===== config.mk =====
export PLATFORM = sky130hd
export DESIGN_NAME = chip8_audio_pwm
export DESIGN_NICKNAME = d
export VERILOG_FILES = /design/src/rtl/chip8_audio_pwm.sv
export SDC_FILE = /design/constraint.sdc
export NUM_CORES = 1
export LEC_CHECK = 0
export CORE_ASPECT_RATIO = 1.4
export CORE_MARGIN = 5
export CORE_UTILIZATION = 55
export CTS_BUF_LIST = sky130_fd_sc_hd__clkbuf_16
export DETAILED_ROUTE_END_ITERATION = 16
export PLACE_DENSITY = 0.74
export SLEW_MARGIN = 20
export SYNTH_ARGS = -nofsm -noshare
export SYNTH_HDL_FRONTEND = slang
export SYNTH_SLANG_ARGS = --single-unit

===== constraint.sdc =====
create_clock -name clk_in -period 3 [get_ports clk_in]
set_input_delay 0.3 -clock clk_in [delete_from_list [all_inputs] [get_ports clk_in]]
set_output_delay 0.3 -clock clk_in [all_outputs]
set_load 0.02 [all_outputs]

===== src/rtl/chip8_audio_pwm.sv =====
// -----------------------------------------------------------------------------
// chip8_audio_pwm
//
// Audio sink for the chip8 sample stream. 8-bit unsigned samples (8'h80 is
// silence) arrive over a valid/ready handshake into a small FIFO. One sample
// is popped per sample period and rendered onto a single pin for an external
// RC low-pass filter.
//
// Default build: 8-bit PWM. The duty cycle latches only at frame boundaries,
// so a new sample never produces a runt pulse.
// With CHIP8_AUDIO_DSM_EN defined: a first-order delta-sigma modulator
// replaces the PWM comparator. It tracks level changes on the next cycle.
//
// Parameters:
//   CLK_PER_SAMPLE  clk_in cycles per sample period (>= 2)
//   FIFO_DEPTH      sample FIFO entries (power of 2, >= 2)
//
// Ports:
//   clk_in            system clock
//   rst_n_in          synchronous reset, active-low
//   sample_in         unsigned audio sample
//   sample_valid_in   sample_in valid
//   sample_ready_out  FIFO not full (held low during reset)
//   enable_in         0 mutes the pin (held low)
//   pwm_out           registered modulated audio bit
//   fifo_count_out    current FIFO occupancy
//   sample_tick_out   one-cycle pulse per sample-period boundary
//   underrun_out      one-cycle pulse when a tick finds the FIFO empty
// -----------------------------------------------------------------------------
module chip8_audio_pwm #(
    parameter int CLK_PER_SAMPLE = 2272,
    parameter int FIFO_DEPTH     = 4
) (
    input  logic                          clk_in,
    input  logic                          rst_n_in,
    input  logic [7:0]                    sample_in,
    input  logic                          sample_valid_in,
    output logic                          sample_ready_out,
    input  logic                          enable_in,
    output logic                          pwm_out,
    output logic [$clog2(FIFO_DEPTH):0]   fifo_count_out,
    output logic                          sample_tick_out,
    output logic                          underrun_out
);

    localparam int PW = $clog2(FIFO_DEPTH);
    localparam int CW = PW + 1;
    localparam int TW = $clog2(CLK_PER_SAMPLE);

    localparam logic [TW-1:0] TICK_LAST  = TW'(CLK_PER_SAMPLE - 1);
    localparam logic [CW-1:0] COUNT_FULL = CW'(FIFO_DEPTH);

    // Sample storage and FIFO bookkeeping
    logic [7:0]    mem_q [FIFO_DEPTH];
    logic [PW-1:0] wr_ptr_q, wr_ptr_d;
    logic [PW-1:0] rd_ptr_q, rd_ptr_d;
    logic [CW-1:0] count_q, count_d;

    // Sample-period timing
    logic [TW-1:0] tick_cnt_q, tick_cnt_d;
    logic          tick_out_q, tick_out_d;
    logic          underrun_q, underrun_d;

    // Current output level and modulator output
    logic [7:0]    level_q, level_d;
    logic          pwm_q, pwm_d;

`ifdef CHIP8_AUDIO_DSM_EN
    logic [7:0]    acc_q, acc_d;
    logic [8:0]    dsm_sum_s;
`else
    logic [7:0]    pwm_cnt_q, pwm_cnt_d;
    logic [7:0]    frame_q, frame_d;
`endif

    logic tick_s;
    logic push_s;
    logic pop_s;

    // Ready is derived from the registered count; it is gated by reset so a
    // source never sees a stale ready while the block is being cleared.
    assign sample_ready_out = rst_n_in && (count_q != COUNT_FULL);
    assign fifo_count_out   = count_q;
    assign sample_tick_out  = tick_out_q;
    assign underrun_out     = underrun_q;
    assign pwm_out          = pwm_q;

    // Handshake, tick and FIFO next-state logic
    always_comb begin
        tick_s = (tick_cnt_q == TICK_LAST);
        push_s = sample_valid_in && sample_ready_out;
        // A pop looks only at the registered count. A push on the same
        // cycle into an empty FIFO is stored, not bypassed to the output.
        pop_s  = tick_s && (count_q != {CW{1'b0}});

        wr_ptr_d   = wr_ptr_q;
        rd_ptr_d   = rd_ptr_q;
        count_d    = count_q;
        level_d    = level_q;
        tick_cnt_d = tick_cnt_q;

        if (push_s) begin
            wr_ptr_d = wr_ptr_q + PW'(1'b1);
        end else begin
            wr_ptr_d = wr_ptr_q;
        end

        if (pop_s) begin
            rd_ptr_d = rd_ptr_q + PW'(1'b1);
            level_d  = mem_q[rd_ptr_q];
        end else begin
            rd_ptr_d = rd_ptr_q;
            level_d  = level_q;
        end

        case ({push_s, pop_s})
            2'b10:   count_d = count_q + CW'(1'b1);
            2'b01:   count_d = count_q - CW'(1'b1);
            default: count_d = count_q;
        endcase

        if (tick_s) begin
            tick_cnt_d = {TW{1'b0}};
        end else begin
            tick_cnt_d = tick_cnt_q + TW'(1'b1);
        end

        tick_out_d = tick_s;
        underrun_d = tick_s && (count_q == {CW{1'b0}});
    end

`ifdef CHIP8_AUDIO_DSM_EN
    // Delta-sigma modulator: the carry out of the level accumulator is the bit
    // stream, so L carries occur in every 256 cycles of constant level L.
    always_comb begin
        dsm_sum_s = {1'b0, acc_q} + {1'b0, level_q};
        acc_d     = dsm_sum_s[7:0];
        pwm_d     = enable_in && dsm_sum_s[8];
    end
`else
    // PWM comparator: the frame level is re-latched only at the last count.
    // Duty changes therefore take effect on a clean frame boundary.
    always_comb begin
        pwm_cnt_d = pwm_cnt_q + 8'd1;
        if (pwm_cnt_q == 8'hFF) begin
            frame_d = level_q;
        end else begin
            frame_d = frame_q;
        end
        pwm_d = enable_in && (pwm_cnt_q < frame_q);
    end
`endif

    // FIFO storage; write-only on an accepted push, no reset needed
    always_ff @(posedge clk_in) begin
        if (push_s) begin
            mem_q[wr_ptr_q] <= sample_in;
        end
    end

    // Common state registers with synchronous active-low reset
    always_ff @(posedge clk_in) begin
        if (!rst_n_in) begin
            wr_ptr_q   <= {PW{1'b0}};
            rd_ptr_q   <= {PW{1'b0}};
            count_q    <= {CW{1'b0}};
            tick_cnt_q <= {TW{1'b0}};
            tick_out_q <= 1'b0;
            underrun_q <= 1'b0;
            level_q    <= 8'h80;
            pwm_q      <= 1'b0;
        end else begin
            wr_ptr_q   <= wr_ptr_d;
            rd_ptr_q   <= rd_ptr_d;
            count_q    <= count_d;
            tick_cnt_q <= tick_cnt_d;
            tick_out_q <= tick_out_d;
            underrun_q <= underrun_d;
            level_q    <= level_d;
            pwm_q      <= pwm_d;
        end
    end

`ifdef CHIP8_AUDIO_DSM_EN
    // Modulator accumulator register
    always_ff @(posedge clk_in) begin
        if (!rst_n_in) begin
            acc_q <= 8'h00;
        end else begin
            acc_q <= acc_d;
        end
    end
`else
    // PWM counter and frame-level registers
    always_ff @(posedge clk_in) begin
        if (!rst_n_in) begin
            pwm_cnt_q <= 8'h00;
            frame_q   <= 8'h80;
        end else begin
            pwm_cnt_q <= pwm_cnt_d;
            frame_q   <= frame_d;
        end
    end
`endif

endmodule

== After elaboration in Yosys (flattened, before gate mapping) ==
Memories as Yosys holds them, arrays and structs flattened. A register that Yosys moved wholly into a read port is not among the register bits.
Index checks and enable logic that the tools add are counted.

* Flip-flop bits (word level): 38
* RAM bits: 32
* Input bits: 12
* Memories: 1
* Output and inout bits: 7
* Logic and storage cells: 36

{| class="wikitable"
|+ Memories
! name !! words !! bits a word !! rd ports !! clocked after memory_dff !! write ports !! RTL line !! source
|-
| mem_q || 4 || 8 || 1 || 1 || 1 || 54 || <nowiki>logic [7:0] mem_q [FIFO_DEPTH];</nowiki>
|}

* $lt $le $gt $ge: 1
* Add/subtract/negate cells: 6
* Multiplexer cells: 3
* Equal/unequal tests: 5
* Reductions and logical operators: 10
* Bitwise operators: 1

{| class="wikitable"
|+ Operators with widths
! operator !! count
|-
| 12-bit by 1-bit adder with 12-bit output (second input constant) || 1
|-
| 12-bit == test (second input constant) || 1
|-
| 8-bit by 1-bit adder with 8-bit output (second input constant) || 1
|-
| 8-bit == test (second input constant) || 1
|-
| 8-bit less-than comparator || 1
|-
| 3-bit one-hot mux with 2 select lines || 1
|-
| 1-bit logical AND || 5
|-
| 2-bit by 1-bit adder with 2-bit output (second input constant) || 2
|-
| 3-bit by 1-bit adder with 3-bit output (second input constant) || 1
|-
| 3-bit logical NOT || 1
|-
| 3-bit inequality test (second input constant) || 1
|-
| 3-bit nonzero test || 1
|-
| 3-bit by 1-bit subtractor with 3-bit output (second input constant) || 1
|-
| 2-bit by 1-bit == test with 1-bit output (second input constant) || 1
|-
| 2-bit == test (second input constant) || 1
|-
| 1-bit two-way mux || 2
|-
| 2-bit nonzero test || 1
|-
| 2-bit OR reduction || 1
|-
| 1-bit logical NOT || 1
|-
| 1-bit NOT || 1
|}

== Logic depth before layout (Yosys ltp) ==
Gate-level depths: netlist of the first run.

* Depth after elaboration: 5
* Mapped depth: 10
* Mapped depth without buffers: 10

== Worst setup path after synthesis of the first run ==
No wires, ideal clock.

* Path kind: register to register
* From: register tick_cnt_q[0]
* To: register count_q[2], in the netlist fifo_count_out[2]
* Slack: 802 ps
* Clock period less this slack: 2198 ps
* Stages on the path, launching flop included: 11
* Buffers on the path: 0
* Required time: 2930 ps
* Setup time: 70 ps
* Arrival: 2128 ps
* Cells stage by stage: dfxtp_1 > ha_1 > and4_4 > nand3_1 > nor2_1 > ha_1 > inv_1 > fa_1 > xor2_1 > or3_1 > a21oi_1

* Word-level cells in the longest chain between the ends: 4
* Elaborated cells on any way between the ends: 6
* Those cells by class: eq/ne: 3; mux: 1; reduce/logical: 2

{| class="wikitable"
|+ Ends and longest elaborated chain
! what !! RTL line !! source
|-
| start: declaration || 60 || <nowiki>logic [TW-1:0] tick_cnt_q, tick_cnt_d;</nowiki>
|-
| start signal: assignment || 167 || <nowiki>tick_cnt_q <= {TW{1'b0}};</nowiki>
|-
| start signal: assignment || 176 || <nowiki>tick_cnt_q <= tick_cnt_d;</nowiki>
|-
| 12-bit == test (*) || 90 || <nowiki>tick_s = (tick_cnt_q == TICK_LAST);</nowiki>
|-
| 1-bit logical AND (*) || 94 || <nowiki>pop_s = tick_s && (count_q != {CW{1'b0}});</nowiki>
|-
| via pop_s || 78 || <nowiki>logic pop_s;</nowiki>
|-
| 2-bit by 1-bit == test with 1-bit output or 2-bit == test (tied branches) || 116 || <nowiki>case ({push_s, pop_s})</nowiki>
|-
| 3-bit one-hot mux with 2 select lines or 2-bit nonzero test (tied branches) || -- ||
|-
| end signal: assignment || 166 || <nowiki>count_q <= {CW{1'b0}};</nowiki>
|-
| end signal: assignment || 175 || <nowiki>count_q <= count_d;</nowiki>
|-
| end: declaration || 57 || <nowiki>logic [CW-1:0] count_q, count_d;</nowiki>
|}

Mark *: on every way through the listed nets, which the timed path passes. The rest lies on a longest branch.
A chain may end at the register's enable or synchronous reset.

== Worst setup path in the final report of the first run ==
Same ends and word-level chain as after synthesis.

==> results.json, run 1 <==
{
  "status": "completed",
  "cts.sinks": 78,
  "clk_latency_ps": 330,
  "synth-seq-cells": 78,
  "clkTransAtPathRegs_ps": 60,
  "dp_hpwl_microns": 3724,
  "cts_resized": 0,
  "crit_fanout": 4,
  "maxCapViolations": 0,
  "ir_drop_uv": 522.0,
  "numPortBuffers": 18,
  "cts-root-buf": "clkbuf_16",
  "antenna_cells": 0,
  "hold_viol_final": 0,
  "die_area_sq_mm": 0.007549,
  "ant_nets": 0,
  "fp.dieH_microns": 100.8,
  "antenna_found_initial": 0,
  "yosysUniqueCellTypes": 36,
  "fin_total_pwr_mw": 2.271,
  "grt_pass1_vias": 2022,
  "fin_crit_sh_pct": 79.87,
  "drive_above_1_share_pct": 10.54,
  "grt_util_all_layers_pct": 15.73,
  "core_sq_mm": 0.005781,
  "cp_slowest_cell": "dfxtp_1",
  "yosysSeqAreaShare_pct": 58.07,
  "critical_path_arrival_ps": 2650,
  "rsz0062_at_grt": "false",
  "yosysTopAreaCell": "edfxtp_1",
  "cts_tree": "yes",
  "reg2regPathDepth": 10,
  "worst_pin_slew_ps": 554.6,
  "finalSetupViolCount": 0,
  "nFillCells": 444,
  "layout.nets": 316,
  "path_depth": 10,
  "via_count": 1974,
  "cts-buffers-inserted": 9,
  "postSynthAreaPerCell_sq_um": 12.32,
  "cpMostUsedCell": "ha_1",
  "ys_top_cells_by_area": "edfxtp_1 30%, dfxtp_1 28%, mux4_2 5.6%, ha_1 5.4%, nor2_1 4.5%",
  "grt_start_max_net_pins": 32,
  "pwr-share-comb_pct": 4.2,
  "power_switching_mw": 0.4600,
  "synth_cells": 263,
  "critPathMaxStageDelay_ps": 370,
  "min-delay-path-class": "reg2reg",
  "crit_path_start_kind": "flip-flop",
  "start_util_pct": 56.06,
  "grt_pass1_wl_microns": 8825,
  "finClkSkew_ps": 4.260,
  "holdPathStages": 2,
  "hold_slack_ps": 454.9,
  "avgRoutedWirePerCell_microns": 14.11,
  "dr.pass1.iters": 4,
  "p_per_area_mw_per_mm2": 603.4,
  "synth_top_area_share_pct": 29.65,
  "worstSetupEndpointType": "flip-flop",
  "seqPwrFrac_pct": 50.3,
  "layout_min_cycle_time_ps": 2396,
  "setup_tns_ps": 0,
  "drt_iter0_markers": 91,
  "cts_buffer_depth": 2,
  "placementRows": 33,
  "cts_setup_buffers": 0,
  "leakagePower_nw": 1.366,
  "drc": 0,
  "cts.htree.levels": 3,
  "ios": 19,
  "slew_violations": 0,
  "place.gp.congestion": 0.8040,
  "avgViaCountPerCell": 5.423,
  "wirelength_microns": 5137,
  "area_growth_pct": 16.14,
  "max_slew_margin_pct": 62.97,
  "critPathRequiredTime_ps": 3260,
  "critPathTopFamily": "simple AND/OR/NAND/NOR gates",
  "holdBufCountCts": 0,
  "fmax_mhz": 417.3,
  "synth_nets": 290,
  "p_int_mw": 1.811,
  "pwr-share-clk_pct": 45.5,
  "path_buf_inv": 1,
  "die_w_microns": 74.88,
  "switching_share_pct": 20.25,
  "regToRegSetupSlack_ps": 600,
  "syn-cell-area_sq_mm": 0.003241,
  "crit_chain": "ha_1 -> and4_4 -> nand3_1 -> nor2_1 -> ha_1 -> inv_1 -> fa_1 -> xor2_1 -> or3_1 -> a21oi_1",
  "worstSetupPathType": "reg2reg",
  "grt_overflow": 0,
  "ys_warn_count": 0
}
==> cells in the mapped netlist <==
library cell	number
nor3b_2	1
clkbuf_8	2
fa_1	1
a21oi_1	8
xnor2_1	10
ha_1	14
and3_1	2
a211oi_4	1
o211ai_1	1
nor2_4	1
o22ai_1	1
and4bb_2	1
nand2b_1	1
mux2i_1	14
xor2_1	8
dfxtp_1	46
nand2_1	11
nor2_1	39
or3_1	5
nand4_1	4
a211o_1	1
o21ai_0	5
and4_4	1
o21a_1	1
nand3_1	8
a21o_1	1
nor4_1	3
clkbuf_1	2
and2_1	6
edfxtp_1	32
nand4b_1	2
nor3_1	2
mux4_2	8
inv_1	17
o31ai_1	1
buf_6	2
==> power by group through the flow <==
| stage | clock network (mW) | registers [mW] | logic (mW) |
|---|---|---|---|
| 6_report | 1.03 | 1.14 | 0.0963 |
| 5_1_grt | 1.11 | 1.14 | 0.107 |
| 4_1_cts | 1.06 | 1.14 | 0.0984 |
| 3_5_place_dp | 0 | 1.17 | 0.0977 |
| 3_3_place_gp | 0 | 1.16 | 0.0956 |
| 2_1_floorplan | 0 | 1.16 | 0.0550 |
==> sequential cells by signal, summed over array words and instances (netlist names) <==
signal	cells
pwm_cnt_q	8
pwm_out	1
wr_ptr_q	2
mem_q	32
sample_tick_out	1
rd_ptr_q	2
underrun_out	1
tick_cnt_q	12
level_q	8
frame_q	8
fifo_count_out	3
==> final timing paths <==
check                 from           endpoint
max          tick_cnt_q[0]  fifo_count_out[2]
min reg2reg     level_q[0]         frame_q[0]
min             level_q[0]         frame_q[0]
max reg2reg  tick_cnt_q[0]  fifo_count_out[2]
==> through the flow <==
stage	utilization (%)	instances	setup slack, ps	instance area, sq um
3_3_place_gp	60.09	348	692.6	3473
6_report	65.11	364	603.8	3764
2_1_floorplan	-	263	802.0	3241
5_1_grt	65.11	364	335.1	3764
3_5_place_dp	60.09	348	614.8	3473
4_1_cts	65.11	364	589.8	3764
==> cells by family (layout without fill, tap and decap cells) <==
| kind of cell | after synthesis | after routing | synth area share [%] |
|---|---|---|---|
| and+or+nand+nor | 87 | 87 | 13.40 |
| xor gates and xnor gates | 18 | 18 | 4.865 |
| buffers and inverters | 23 | 54 | 3.745 |
| muxes | 22 | 22 | 9.884 |
| DFF | 78 | 78 | 58.07 |
| AOI/OAI and AO/OA | 20 | 20 | 4.016 |
| adders and majority gates | 15 | 15 | 6.023 |
==> area by class of cell <==
type,count,area (sq um),share of cell area (%)
timing repair buffer,21,202.7,5.386
sequential,78,1882,50.00
tap,70,87.58,2.327
clock inverter,7,65.06,1.729
multi-input combinational,162,1237,32.88
clock buffer,9,225.2,5.984
inverter,17,63.81,1.695
==> layer usage <==
layer,track usage [%],wire (microns),up-vias
met5,0,0,-
met4,8.904,150,0
met3,4.491,168,14
met2,25.50,2636,28
met1,18.24,2181,954
li1,-,-,978
==> tightest hold or removal path, stage by stage, from the launching register on <==
cell and delay, ps:
dfxtp_1 310, nand2_1 50, a21oi_1 50
==> cells in the final DEF, fill, tap and decap left out, drive strengths merged, types with 9 or more instances in the layout <==
cell and count:
nand2 11, edfxtp 32, clkdlybuf4s50 18, nor2 40, inv 17, dfxtp 46, ha 14, mux2i 14
clkbuf 9, xnor2 10
Power figures use the tool's default switching activity.
==> run 2: changes to the inputs <==
- clock period: 3 -> 2.3 ns (I/O delays scaled with it)
==> run 2 against run 1 <==
Critical path depth stayed put. Largest cell class unchanged. Combinational power grew 43%. Final cell count increased by 1.9%. Critical path type unchanged.
==> results.json, run 2 (synthesized netlist as in run 1, its figures left out) <==
{
  "pre_cts_ws_ps": 10.77,
  "grt_pass1_vias": 1997,
  "setup_tns_ps": 0,
  "cts-buffers-inserted": 9,
  "placementRows": 33,
  "finClkSkew_ps": 7.165,
  "crit_fanout": 4,
  "avgRoutedWirePerCell_microns": 14.55,
  "leakagePower_nw": 1.404,
  "place.gp.congestion": 0.8219,
  "ios": 19,
  "fin_total_pwr_mw": 3.036,
  "avgViaCountPerCell": 5.342,
  "status": "completed",
  "grt_util_all_layers_pct": 16.17,
  "cts.htree.levels": 3,
  "worstSetupEndpointType": "flip-flop",
  "clk_latency_ps": 330,
  "numPortBuffers": 18,
  "regToRegSetupSlack_ps": 130,
  "ir_drop_uv": 557.8,
  "grt_overflow": 0,
  "die_area_sq_mm": 0.007549,
  "regMostFlops": "mem_q",
  "cts.sinks": 78,
  "slew_violations": 0,
  "cts-root-buf": "clkbuf_16",
  "hold_start": "pwm_cnt_q[0]",
  "layout_commonest_cell": "dfxtp_1",
  "crit_path_end": "fifo_count_out[2]",
  "hold_slack_ps": 465.5,
  "dp_hpwl_microns": 3689,
  "dr.pass1.iters": 4,
  "via_count": 1982,
  "core_sq_mm": 0.005781,
  "critical_path_arrival_ps": 2430,
  "fmax_mhz": 460.3,
  "fp.dieH_microns": 100.8,
  "start_util_pct": 56.06,
  "rr_startpoint": "tick_cnt_q[1]",
  "cts_buffer_depth": 2,
  "largest_reg_flops": 32,
  "layout.nets": 323,
  "p_per_area_mw_per_mm2": 785.9,
  "reg2regPathDepth": 10,
  "fin_area_sq_mm": 0.003864,
  "worst_pin_slew_ps": 580.6,
  "ant_nets": 0,
  "worstReg2RegEnd": "fifo_count_out[2]",
  "maxCapViolations": 0,
  "clkTransAtPathRegs_ps": 60,
  "die_w_microns": 74.88,
  "holdBufCountCts": 0,
  "setup_ws_ps": 127.3,
  "min-delay-path-class": "reg2reg",
  "area_growth_pct": 19.23,
  "finalSetupViolCount": 0,
  "drt_iter0_markers": 95,
  "drc": 0,
  "fin_crit_sh_pct": 94.46,
  "max_slew_margin_pct": 61.24,
  "antenna_found_initial": 0,
  "rsz0062_at_grt": "false",
  "grt_start_max_net_pins": 31,
  "top_regs": "mem_q (32), tick_cnt_q (12)",
  "worstSetupPathType": "reg2reg",
  "final_cell_mix": "44 x dfxtp_1, 39 x nor2_1, 32 x edfxtp_1, 18 x clkdlybuf4s50_1, 17 x inv_1",
  "cts_tree": "yes",
  "layout_min_cycle_time_ps": 2173,
  "critPathRequiredTime_ps": 2560,
  "drive_above_1_share_pct": 15.28,
  "crit_path_start_kind": "flip-flop",
  "postPlaceCellArea_sq_mm": 0.003518,
  "hold_viol_final": 0,
  "startpoint": "tick_cnt_q[1]",
  "wirelength_microns": 5397,
  "grt_pass1_wl_microns": 9170,
  "antenna_cells": 0
}
run 2: layer usage:
layer / part of all wire, % / vias up / track usage [%] / routed length [microns]
li1: - / 997 / - / -
met1: 41 / 953 / 18.93 / 2230
met2: 55 / 28 / 27.65 / 2955
met3: 2.9 / 4 / 3.094 / 157
met4: 1.0 / 0 / 7.945 / 54
met5: 0 / - / 0 / 0
run 2: worst max-delay path, stage by stage (launching register included):
cell and delay, ps:
dfxtp_4 360, ha_4 150, and4_4 240, nand3_2 80, nor2_1 120, ha_2 200
inv_1 50, fa_2 330, xor2_1 150, or3_1 320, a21oi_2 120
run 2: worst min-delay path by stage:
stage	cells after the start	slack, ps	to
after CTS	1	460	pwm_cnt_q[0]
after global routing	1	480	pwm_cnt_q[0]
after detailed placement	1	450	pwm_cnt_q[0]
after floorplan	1	290	level_q[7]
after global placement	1	450	pwm_cnt_q[0]
final	1	470	pwm_cnt_q[0]
run 2: stage by stage:
step | std cells | util, %
6_report | 371 | 66.84
5_1_grt | 371 | 66.84
4_1_cts | 370 | 66.21
3_5_place_dp | 354 | 60.87
3_3_place_gp | 354 | 60.87
2_1_floorplan | 263 | -
run 2: power by group:
part / leakage (nW) / internal, mW / total [mW] / switching (mW)
Clock: 0.147 / 0.852 / 1.41 / 0.556
Combinational: 0.594 / 0.0677 / 0.138 / 0.0701
Sequential: 0.664 / 1.47 / 1.49 / 0.0187
run 2: area by class of cell:
class,count,area (sq um)
timing repair buffer,28,255.2
multi-input combinational,162,1264
fill,418,1917
clock inverter,7,81.33
sequential,78,1887
clock buffer,9,225.2
inverter,17,63.81
tap,70,87.58
run 2: what timing repair did:
action / 4_1_cts / 5_1_grt
pin swaps: 0 / 4
setup buffers: 0 / 1
gates resized for setup: 1 / 8
setup endpoints to repair: 1 / 1
==> run 3: changes to the inputs <==
- ABC_AREA: unset -> 1
==> run 3 against run 2 <==
Clock skew fell by 1.5 ps. Sequential share of layout area fell by 2.8 points. Worst setup slack worse by 24 ps. Synthesized cell count rose by 47%. Die area is 6.6% higher. Wire length increased by 14%. Critical path type unchanged. Register-to-register slack lost 20 ps. Largest power group is now the clock network.
==> results.json, run 3 <==
{
  "crit_fanout": 4,
  "critPathRequiredTime_ps": 2510,
  "ir_drop_uv": 563.7,
  "cts_setup_buffers": 0,
  "antenna_cells": 0,
  "clk_latency_ps": 330,
  "dr.pass1.iters": 4,
  "top_regs": "mem_q (32), tick_cnt_q (12)",
  "fin_crit_sh_pct": 95.51,
  "synth_top_area_share_pct": 27.60,
  "synth.most_common_cell": "nor2_1",
  "hold_slack_ps": 451.1,
  "min-delay-path-class": "reg2reg",
  "cts_tree": "yes",
  "slew_violations": 0,
  "numPortBuffers": 18,
  "synth_cells": 387,
  "cts.htree.levels": 3,
  "pwr-share-comb_pct": 4.2,
  "worstSetupEndpointType": "flip-flop",
  "final_cell_mix": "62 x nor2_1, 60 x nand2_1, 46 x inv_1, 46 x dfxtp_1, 32 x edfxtp_1",
  "fmax_mhz": 455.2,
  "layout.nets": 440,
  "synth_nets": 414,
  "ys_warn_count": 0,
  "cts-root-buf": "clkbuf_16",
  "yosysSeqAreaShare_pct": 54.04,
  "synth-main-ff-cell": "dfxtp_1",
  "cts_resized": 0,
  "grt_pass1_wl_microns": 10270,
  "wirelength_microns": 6143,
  "dp_hpwl_microns": 4037,
  "path_depth": 12,
  "area_growth_pct": 17.43,
  "clkTransAtPathRegs_ps": 60,
  "drc": 0,
  "grt_overflow": 0,
  "ys_top_cells_by_area": "edfxtp_1 28%, dfxtp_1 26%, nor2_1 6.7%, nand2_1 6.5%, ha_1 5.0%",
  "finalSetupViolCount": 0,
  "worst_pin_slew_ps": 619.5,
  "rr_startpoint": "tick_cnt_q[0]",
  "switching_share_pct": 18.92,
  "seqPwrFrac_pct": 44.7,
  "antenna_found_initial": 0,
  "power_switching_mw": 0.6274,
  "max_slew_margin_pct": 58.64,
  "cp_slowest_cell": "fa_1",
  "ios": 19,
  "met1_length_microns": 2675,
  "highest_layer": "met4",
  "p_int_mw": 2.689,
  "finClkSkew_ps": 5.660,
  "crit_path_start_kind": "flip-flop",
  "ant_nets": 0,
  "regMostFlops": "mem_q",
  "die_area_sq_mm": 0.008045,
  "leakagePower_nw": 1.656,
  "rsz0062_at_grt": "false",
  "maxCapViolations": 0,
  "core_sq_mm": 0.006211,
  "die_w_microns": 77.25,
  "layout_min_cycle_time_ps": 2197,
  "path_buf_inv": 1,
  "place.gp.congestion": 0.7833,
  "hold_viol_final": 0,
  "finish.utilization_pct": 65.83,
  "cts_buffer_depth": 2,
  "setup_tns_ps": 0,
  "postSynthAreaPerCell_sq_um": 8.998,
  "fin_total_pwr_mw": 3.317,
  "via_count": 2557,
  "critPathTopFamily": "adder cells",
  "synthArstFlopShare_pct": 0,
  "p_per_area_mw_per_mm2": 811.2,
  "critPathMaxStageDelay_ps": 370,
  "wl_met2_microns": 3113,
  "synth_edf_count": 32,
  "grt_pass1_vias": 2371,
  "start_util_pct": 56.06,
  "layout_commonest_cell": "nor2_1",
  "yosysTopAreaCell": "edfxtp_1",
  "synth-seq-cells": 78,
  "avgViaCountPerCell": 5.218,
  "status": "completed",
  "drt_iter0_markers": 131,
  "pwr-share-clk_pct": 51.2,
  "reg2regPathDepth": 12,
  "grt_start_max_net_pins": 27,
  "placementRows": 34,
  "holdBufCountCts": 0,
  "crit_chain": "ha_2 -> nand2_4 -> nor2_8 -> nand2_1 -> nor2_1 -> ha_1 -> inv_1 -> fa_1 -> a21oi_1 -> o21ai_0 -> o21ai_0 -> a21oi_1",
  "worstSetupPathType": "reg2reg",
  "ys_top_cells_by_count": "62 x nor2_1, 60 x nand2_1, 46 x dfxtp_1",
  "fp.dieH_microns": 104.1,
  "avgRoutedWirePerCell_microns": 12.54,
  "cts-buffers-inserted": 9,
  "startpoint": "tick_cnt_q[0]",
  "yosysUniqueCellTypes": 34,
  "wl_met3_microns": 226,
  "cts.sinks": 78,
  "critical_path_arrival_ps": 2410,
  "worstReg2RegEnd": "fifo_count_out[2]",
  "grt_util_all_layers_pct": 15.86,
  "regToRegSetupSlack_ps": 100,
  "syn-cell-area_sq_mm": 0.003482,
  "drive_above_1_share_pct": 9.809,
  "crit_path_end": "fifo_count_out[2]",
  "largest_reg_flops": 32
}
-- run 3: changes by cell type after synthesis, sizes merged, moves of 6 or more --
cell   previous run  this run
a21oi             8        30
inv              17        48
nand3             8        19
nor2             40        68
o21ai             5        35
buf               2        10
and2              6         0
xnor2            10         1
mux4              8         0
mux2i            14         0
nand2            11        63
-- run 3: kinds of logic after synthesis --
logic type / share of synthesized area (%)
fa+ha+maj: 5.606
simple gates: 20.95
buf+inv: 7.833
flops: 54.04
xor+xnor: 1.509
compound gates: 10.06
-- run 3: cell type report --
cell class	count	area, sq um
Clock buffer	9	225.2
Fill cell	489	2122
Tap cell	72	90.09
Sequential cell	78	1882
Timing Repair Buffer	26	240.2
Multi-Input combinational cell	249	1330
Clock inverter	7	137.6
Inverter	49	183.9
-- run 3: worst min-delay path by stage --
stage,cells after the start,slack (ps),from,to
3_5_place_dp,1,440,tick_cnt_q[0],tick_cnt_q[0]
5_1_grt,2,480,frame_q[6],frame_q[6]
2_1_floorplan,0,330,sample_in[0],mem_q[0][0]
3_3_place_gp,1,430,tick_cnt_q[0],tick_cnt_q[0]
6_report,1,450,tick_cnt_q[0],tick_cnt_q[0]
4_1_cts,1,450,tick_cnt_q[0],tick_cnt_q[0]
-- run 3: layer usage --
layer  GRT usage [%]  vias up
met5               0        -
met3           3.380       12
met4           7.494        0
met1           17.77     1188
met2           28.01       45
li1                -     1312
-- run 3: power by group through the flow --
stage               sequential [mW]  clock (mW)  combinational (mW)
finish                         1.48        1.70               0.138
global route                   1.48        1.79               0.156
CTS                            1.48        1.72               0.138
detailed placement             1.51           0               0.135
global placement               1.51           0               0.130
floorplan                      1.51           0              0.0771
-- run 3: stage by stage --
step | worst slack, ps | area (sq um) | std cells
after CTS | 127.7 | 4086 | 490
after floorplan | 276.6 | 3482 | 387
after global routing | 2.234 | 4089 | 490
after global placement | 201.6 | 3724 | 474
after detailed placement | 136.8 | 3724 | 474
final | 103.4 | 4089 | 490
